File: src/rtl/dir_seq_mux.sv
// dir_seq_mux: address source sequencer for the RTC address path.
// After reset it issues INI_COUNT init addresses starting at INI_BASE, then
// round-robin arbitrates between NCH normal-mode requesters. All outputs are
// registered and handed over with a valid/ack handshake.
//
// Optional feature macro: MUX_INI_REINIT_EN adds a `reinit` input that
// restarts the init sequence from IDLE.
//
// Ports:
//   clk, rst_n   clock (rising edge), async active-low reset
//   reinit       (MUX_INI_REINIT_EN only) restart init sequence, sampled in IDLE
//   req          per-channel address request, level
//   dir_normal   channel addresses, channel i at [i*LARGO +: LARGO]
//   gnt          one-hot grant, held for the transaction
//   dir_out      registered address to the bus controller
//   dir_valid    dir_out valid
//   dir_ack      consumer accepted dir_out (only while dir_valid=1)
//   en_dir       0 = init phase, 1 = normal phase
module dir_seq_mux #(
   parameter int unsigned      LARGO     = 8,
   parameter int unsigned      NCH       = 4,
   parameter logic [LARGO-1:0] INI_BASE  = '0,
   parameter int unsigned      INI_COUNT = 16
) (
   input  logic                  clk,
   input  logic                  rst_n,
`ifdef MUX_INI_REINIT_EN
   input  logic                  reinit,
`endif
   input  logic [NCH-1:0]        req,
   input  logic [NCH*LARGO-1:0]  dir_normal,
   output logic [NCH-1:0]        gnt,
   output logic [LARGO-1:0]      dir_out,
   output logic                  dir_valid,
   input  logic                  dir_ack,
   output logic                  en_dir
);

   localparam int unsigned PTR_W = (NCH > 1) ? $clog2(NCH) : 1;
   localparam int unsigned CNT_W = LARGO + 1;
   localparam logic [CNT_W-1:0] INI_LAST = CNT_W'(INI_COUNT - 1);
   localparam logic [PTR_W-1:0] PTR_LAST = PTR_W'(NCH - 1);

   typedef enum logic [1:0] {S_INI, S_IDLE, S_HOLD} state_t;

   state_t           state, state_nxt;
   logic [CNT_W-1:0] ini_cnt, ini_cnt_nxt;
   logic [LARGO-1:0] dir_out_nxt;
   logic             dir_valid_nxt;
   logic [NCH-1:0]   gnt_nxt;
   logic             en_dir_nxt;
   logic [PTR_W-1:0] rr_ptr, rr_ptr_nxt;
   logic [PTR_W-1:0] gnt_idx, gnt_idx_nxt;

   logic             arb_found;
   logic [PTR_W-1:0] arb_idx;
   logic [PTR_W-1:0] cand;

   // Round-robin search: first requesting channel at or above rr_ptr, wrapping.
   always_comb begin
      arb_found = 1'b0;
      arb_idx   = '0;
      cand      = '0;
      for (int i = 0; i < int'(NCH); i++) begin
         cand = PTR_W'((int'(rr_ptr) + i) % int'(NCH));
         if (!arb_found && req[cand]) begin
            arb_found = 1'b1;
            arb_idx   = cand;
         end
      end
   end

   // State and output registers.
   always_ff @(posedge clk or negedge rst_n) begin
      if (!rst_n) begin
         state     <= S_INI;
         ini_cnt   <= '0;
         dir_out   <= INI_BASE;
         dir_valid <= 1'b0;
         gnt       <= '0;
         en_dir    <= 1'b0;
         rr_ptr    <= '0;
         gnt_idx   <= '0;
      end else begin
         state     <= state_nxt;
         ini_cnt   <= ini_cnt_nxt;
         dir_out   <= dir_out_nxt;
         dir_valid <= dir_valid_nxt;
         gnt       <= gnt_nxt;
         en_dir    <= en_dir_nxt;
         rr_ptr    <= rr_ptr_nxt;
         gnt_idx   <= gnt_idx_nxt;
      end
   end

   // Next-state and next-output logic.
   always_comb begin
      state_nxt     = state;
      ini_cnt_nxt   = ini_cnt;
      dir_out_nxt   = dir_out;
      dir_valid_nxt = dir_valid;
      gnt_nxt       = gnt;
      en_dir_nxt    = en_dir;
      rr_ptr_nxt    = rr_ptr;
      gnt_idx_nxt   = gnt_idx;

      case (state)
         S_INI: begin
            if (!dir_valid) begin
               dir_valid_nxt = 1'b1;
            end else if (dir_ack) begin
               if (ini_cnt < INI_LAST) begin
                  ini_cnt_nxt = ini_cnt + 1'b1;
                  // Address wraps modulo 2^LARGO; carry is dropped.
                  dir_out_nxt = LARGO'(32'(INI_BASE) + 32'(ini_cnt) + 32'd1);
               end else begin
                  dir_valid_nxt = 1'b0;
                  en_dir_nxt    = 1'b1;
                  state_nxt     = S_IDLE;
               end
            end
         end

         S_IDLE: begin
`ifdef MUX_INI_REINIT_EN
            if (reinit) begin
               ini_cnt_nxt = '0;
               dir_out_nxt = INI_BASE;
               en_dir_nxt  = 1'b0;
               state_nxt   = S_INI;
            end else
`endif
            if (arb_found) begin
               dir_out_nxt   = dir_normal[32'(arb_idx)*LARGO +: LARGO];
               gnt_nxt       = NCH'(1) << arb_idx;
               gnt_idx_nxt   = arb_idx;
               dir_valid_nxt = 1'b1;
               state_nxt     = S_HOLD;
            end
         end

         S_HOLD: begin
            if (dir_ack) begin
               dir_valid_nxt = 1'b0;
               gnt_nxt       = '0;
               rr_ptr_nxt    = (gnt_idx == PTR_LAST) ? '0 : gnt_idx + 1'b1;
               state_nxt     = S_IDLE;
            end
         end

         default: state_nxt = S_INI;
      endcase
   end

endmodule

File: config.mk
export PLATFORM = sky130hd
export DESIGN_NAME = dir_seq_mux
export DESIGN_NICKNAME = d
export VERILOG_FILES = /design/src/rtl/dir_seq_mux.sv
export SDC_FILE = /design/constraint.sdc
export NUM_CORES = 1
export LEC_CHECK = 0
export CAP_MARGIN = 20
export CORE_MARGIN = 2
export CORE_UTILIZATION = 40
export CTS_CLUSTER_DIAMETER = 200
export DETAILED_ROUTE_END_ITERATION = 8
export PLACE_DENSITY = 0.78
export SYNTH_ARGS = -nofsm -noshare
export SYNTH_HDL_FRONTEND = slang
export SYNTH_SLANG_ARGS = --single-unit
File: constraint.sdc
create_clock -name clk -period 2.12 [get_ports clk]
set_input_delay 0.212 -clock clk [delete_from_list [all_inputs] [get_ports clk]]
set_output_delay 0.212 -clock clk [all_outputs]
set_load 0.1 [all_outputs]
* Word level (Yosys, flattened, before mapping)
Cells that the tools add are included.
Word-level totals: flip-flop bits (word level) 29, logic and storage cells 86
Operators by class: bitwise gates (word level) 1, shift operators 2, $lt $le $gt $ge 5, eq/ne operators 9, reduce and logical (&&, ||, !) cells 18, multiplexer cells 37, $add $sub $neg 6
Operator list (number):
- 8-bit two-way mux | 4
- 32-bit by 6-bit indexed part select with 8-bit output | 1
- 2-bit two-way mux | 10
- 8-bit case mux with 2 select lines | 1
- 1-bit two-way mux | 13
- 2-bit by 3-bit < comparator with 1-bit output, second input constant | 4
- 2-bit != test, second input constant | 6
- 5-bit AND reduction | 2
- 9-bit by 1-bit adder with 9-bit output, second input constant | 1
- 9-bit by 4-bit < comparator with 1-bit output, second input constant | 1
- 8-bit by 1-bit adder with 8-bit output, second input constant | 1
- 1-bit binary-select mux with 2-bit select | 4
- 4-bit two-way mux | 2
- 4-bit case mux with 2 select lines | 1
- 4-bit AND reduction | 2
- 2-bit case mux with 3 select lines | 1
- 3-bit AND reduction | 2
- 2-bit by 1-bit adder with 2-bit output, second input constant | 2
- 2-bit adder, second input constant | 2
- 2-bit == test, second input constant | 2
- 2-bit AND reduction | 2
- 2-bit nonzero test | 2
- 1-bit by 2-bit << shifter with 4-bit output, first input constant | 1
- 1-bit logical AND | 3
- 6 further kinds | 8

* Depth between registers and ports, before layout
depth after elaboration 15, gate-level depth with buffers 8, gate-level depth less buffers 7

* Worst setup path before layout
No wires, ideal clock.
path type reg2reg, start register dir_valid, end register dir_out[0], setup time 0.122 ns, slack 0.035 ns, clock period less this slack 2.085 ns, required time 1.998 ns, buffers on the path 1, stages on the path, launching flop included 7, arrival 1.963 ns, path through dfrtp_1 -> nand2_1 -> nor3_4 -> and3_4 -> o21ai_2 -> buf_6 -> a22o_1
On the way: longest elaborated chain between the ends 2
RTL lines:
- start, declared | line 34 | output logic dir_valid,
- start signal, assigned | line 88 | dir_valid <= dir_valid_nxt;
- 2-bit != test (no source line)
- 5-bit AND reduction (no source line)
- end signal, assigned | line 87 | dir_out <= dir_out_nxt;
- end, declared | line 33 | output logic [LARGO-1:0] dir_out,
No other way between the ends. A chain may end at the register's enable or synchronous reset.

* Worst setup path in the final report
start register ini_cnt[4], end register dir_out[0]
On the way: longest elaborated chain between the ends 3
RTL lines:
- start, declared | line 47 | logic [CNT_W-1:0] ini_cnt, ini_cnt_nxt;
- start signal, assigned | line 86 | ini_cnt <= ini_cnt_nxt;
- 9-bit by 4-bit < comparator with 1-bit output | line 112 | if (ini_cnt < INI_LAST) begin
- 2-bit != test (no source line)
- 5-bit AND reduction (no source line)
No other way between the ends.

==> metrics.sh <==
STATUS='complete, no violations'
CTS_SETUP_BUFFERS=0
SYNTH.AVG_CELL_AREA_UM2=9.31
WORSTPATHREQUIRED_NS=2.29
CRITICAL_PATH.CELL_CHAIN='or4_4 -> nor3_4 -> and3_4 -> o21ai_2 -> buf_4 -> a22o_1'
DRTANTENNAVIOLNETS=0
WORST_IR_DROP_VDD_mV=0.741
WORST-SLEW-PIN-TRANSITION_NS=0.367
IO_PINS=53
SYNTH-WARNING-COUNT=0
RELSLEWSLACK_PCT=75.6
FINAL_NUMBER_OF_MAX_TRANSITION_VIOLATIONS=0
POST_SYNTH_NUM_CELL_TYPES=43
PLACE_AREA_UM2=2360
FINAL_DESIGN_AREA_NO_FILL_UM2=2450
FINISH.CELL_COUNT_WITHOUT_FILLERS=303
CTS-ROOT-TO-SINK-BUFFERS=2
ROW_COUNT=24
CLOCK_LATENCY_NS=0.28
CLOCK-SINKS=29
SYN-CELL-AREA_UM2=1770
DIE_AREA_UM2=4970
REG2REGPATHDEPTH=6
CRITICAL_PATH_ARRIVAL_NS=2.16
YS_FF_LATCH=29
PATH_CLASS='reg2reg'
DP_WORST_SETUP_SLACK_NS=0.107
PLACE.GP.CONGESTION=0.797
INITIAL_CORE_UTIL_PCT=41.2
REG2REG_SETUP_SLACK_NS=0.13
HTREE_DEPTH=2
DR.PASS1.ITERS=5
DRT-TOTAL-WL_UM=4380
GRT-OVFL-TOTAL=0
SHARE_OF_THE_CYCLE_NEEDED_BY_THE_CRITICAL_PATH_AFTER_ROUTING_PCT=94.0
CLK_TRANSITION_REPORTED_PATHS_NS=0.06
DETAIL_ROUTE.DRC_VIOLATIONS=0
CPPEAKSTAGEDELAY_NS=0.56
SYNTH_EDF_COUNT=0
TIMING.CLOCK.SKEW_NS=0.00311
CP_NUM_BUF_INV=1
TOTALNEGATIVESETUPSLACK_NS=0
HOLD_VIOLATIONS=0
GRT_USE_TOTAL_PCT=18.8
GRT_FIRST_PASS_WIRELENGTH_UM=7470
WORSTSETUPSTARTPOINTTYPE='flip-flop'
CLOCK_TREE_FROM_TRITONCTS='done'
POST_SYNTH_INST_COUNT=190
GRT_ANTENNA_BEFORE_REPAIR=0
TOTALPOWERFINAL_mW=3.66
FP.COREAREA_UM2=4290
AREA_GROWTH_PCT=38.3
NUMBER_OF_ENDPOINTS_FAILING_SETUP_AT_THE_FINAL_STAGE=0
CPMAXSTAGEDELAYCELL='or4_4'
NETS=296
PORT_BUFFERS=52
POWER.LEAKAGE_nW=1.11
FINALCRITICALPERIOD_NS=1.99
TRITONCTS.NUM_BUFFERS=5
YS_ASYNC_SR_FRACTION_PCT=100
YS_DOMINANT_REG_CELL='dfrtp_1'
AVERAGE_WIRE_PER_CELL_IN_THE_ROUTED_DESIGN_UM=14.4
ANTENNA_CELLS=0
SYNTHESIS.NETS=236
CTS_REPAIR_RESIZES=0
INITIALDRTVIOLATIONCOUNT=110
CP-END-KIND='flip-flop'
YOSYS.AREA.TOP_TYPE='dfrtp_1'
MIN-DELAY-PATH-CLASS='in2async'
PLACED_WIRE_LENGTH_ESTIMATE_AFTER_DETAILED_PLACEMENT_UM=3360
RSZ0062_AT_GRT='false'
CRIT-REG2REG-CAPTURE='dir_out[0]$_DFFE_PN0P_'
MAX_CAP_VIOLATIONS=0
PWR_DENSITY_CELL_nW_PER_UM2=1500
VIAS_PER_CELL=5.35
CTS_ROOT_BUFFER='clkbuf_8'
SYNTH_AREA_LEADERS='dfrtp_1 41%, a22oi_1 6.4%, ha_1 5.0%'
POST_ROUTE_CELLS_DRIVE_ABOVE_1_SHARE_PCT=19.9
VIAS_IN_THE_FIRST_GLOBAL_ROUTE=1568
PIN_COUNT_OF_THE_BIGGEST_NET_ENTERING_GLOBAL_ROUTING=30
CP_DELAY_BY_FAMILY_TOP='simple AND/OR/NAND/NOR gates'
HOLDBUFCOUNTCTS=0
ROUTED-VIA-COUNT=1621
SEQ_AREA_FRAC_SYNTH_PCT=41.0
DIE_H_UM=70.5
WORST_R2R_STARTPOINT='ini_cnt[4]$_DFFE_PN0P_'
ACHIEVABLE-FREQUENCY_MHz=502
SYNTH_LARGEST_TYPE_AREA_FRACTION_PCT=41.0
WORST_SLACK_NS=0.128
MAXIMUM_NET_FANOUT_ON_THE_CRITICAL_PATH=8
PLACE.DETAILED.INSTANCES=295
DIEWIDTH_UM=70.5
## flip-flops by register name, indices dropped and copies added (netlist names)
signal     cells
en_dir         1
rr_ptr         2
dir_valid      1
gnt_idx        2
state          2
gnt            4
dir_out        8
ini_cnt        9
## cell usage in the layout (no fill, tap or decap), types with 2 or more instances in the layout
| cell type | count |
|---|---|
| a21oi_1 | 11 |
| a22o_1 | 2 |
| a22oi_1 | 15 |
| a31o_2 | 4 |
| and3_1 | 4 |
| buf_4 | 26 |
| clkbuf_8 | 5 |
| clkdlybuf4s50_1 | 38 |
| clkinv_2 | 2 |
| dfrtp_1 | 29 |
| ha_1 | 7 |
| inv_1 | 8 |
| mux2_2 | 2 |
| mux2i_1 | 5 |
| nand2_1 | 22 |
| nand2b_1 | 3 |
| nand3_1 | 4 |
| nor2_1 | 12 |
| nor2b_1 | 3 |
| o21a_1 | 2 |
| o21ai_0 | 8 |
| o21ai_1 | 7 |
| o21ai_2 | 2 |
| o21bai_1 | 3 |
| o221a_2 | 2 |
| o31ai_1 | 3 |
| xnor2_1 | 4 |
## stage by stage
stage / hold slack, ns / util (%)
CTS: 0.313 / 57.0
global route: 0.361 / 57.0
finish: 0.310 / 57.0
detailed placement: 0.370 / 55.0
global placement: 0.369 / 55.0
floorplan: -0.0836 / -
## metal layers
layer	track usage [%]	part of all wire, %
met4	6.41	1.4
met2	28.3	45
met1	26.7	48
met3	4.47	6.0
met5	0	0
## how the worst max path moves through the flow
stage / start / endpoint / depth (start not counted) / slack, ns
detailed placement: req[0] / dir_out[3]$_DFFE_PN0P_ / 8 / 0.11
finish: ini_cnt[4]$_DFFE_PN0P_ / dir_out[0]$_DFFE_PN0P_ / 6 / 0.13
floorplan: dir_valid$_DFFE_PN0P_ / dir_out[0]$_DFFE_PN0P_ / 6 / 0.03
global placement: req[0] / dir_out[1]$_DFFE_PN0P_ / 8 / 0.14
global route: ini_cnt[4]$_DFFE_PN0P_ / dir_out[0]$_DFFE_PN0P_ / 6 / 0.03
CTS: ini_cnt[4]$_DFFE_PN0P_ / dir_out[0]$_DFFE_PN0P_ / 6 / 0.11
## area by class of cell
type                       count  area, µm²
fill                         385       1850
clock buffer                   5       68.8
tap                           52       65.1
clock inverter                 3       17.5
timing repair buffer          64        576
sequential                    29        726
multi-input combinational    142        963
inverter                       8       30.0
## kinds of logic (layout without fill, tap and decap cells)
kind of cell,count (synthesis),in the layout,synth area share (%)
muxes,8,8,4.74
buffers and inverters,19,80,4.53
DFF,29,29,41.0
and+or+nand+nor,57,57,17.3
AOI/OAI and AO/OA,65,65,25.0
xor gates and xnor gates,5,5,2.48
adders and majority gates,7,7,4.95
## power by group
| group | switching (mW) | internal, mW |
|---|---|---|
| clock network | 0.214 | 0.226 |
| logic | 1.49 | 0.776 |
| registers | 0.198 | 0.760 |
| total | 1.90 | 1.76 |
## cell usage after synthesis (all sizes together) (4+ instances only)
cell type	number
dfrtp	29
nand2	23
o21ai	17
a22oi	15
nor2	12
a21oi	11
clkbuf	9
inv	8
ha	7
and3	5
mux2i	5
a31o	4
nand3	4
xnor2	4
## worst register-to-register path, cell delays in order (launching register included)
cell and delay (ns):
dfrtp_1 0.40, or4_4 0.56, nor3_4 0.21, and3_4 0.22, o21ai_2 0.10, buf_4 0.18
a22o_1 0.22
Power figures use the tool's default switching activity.
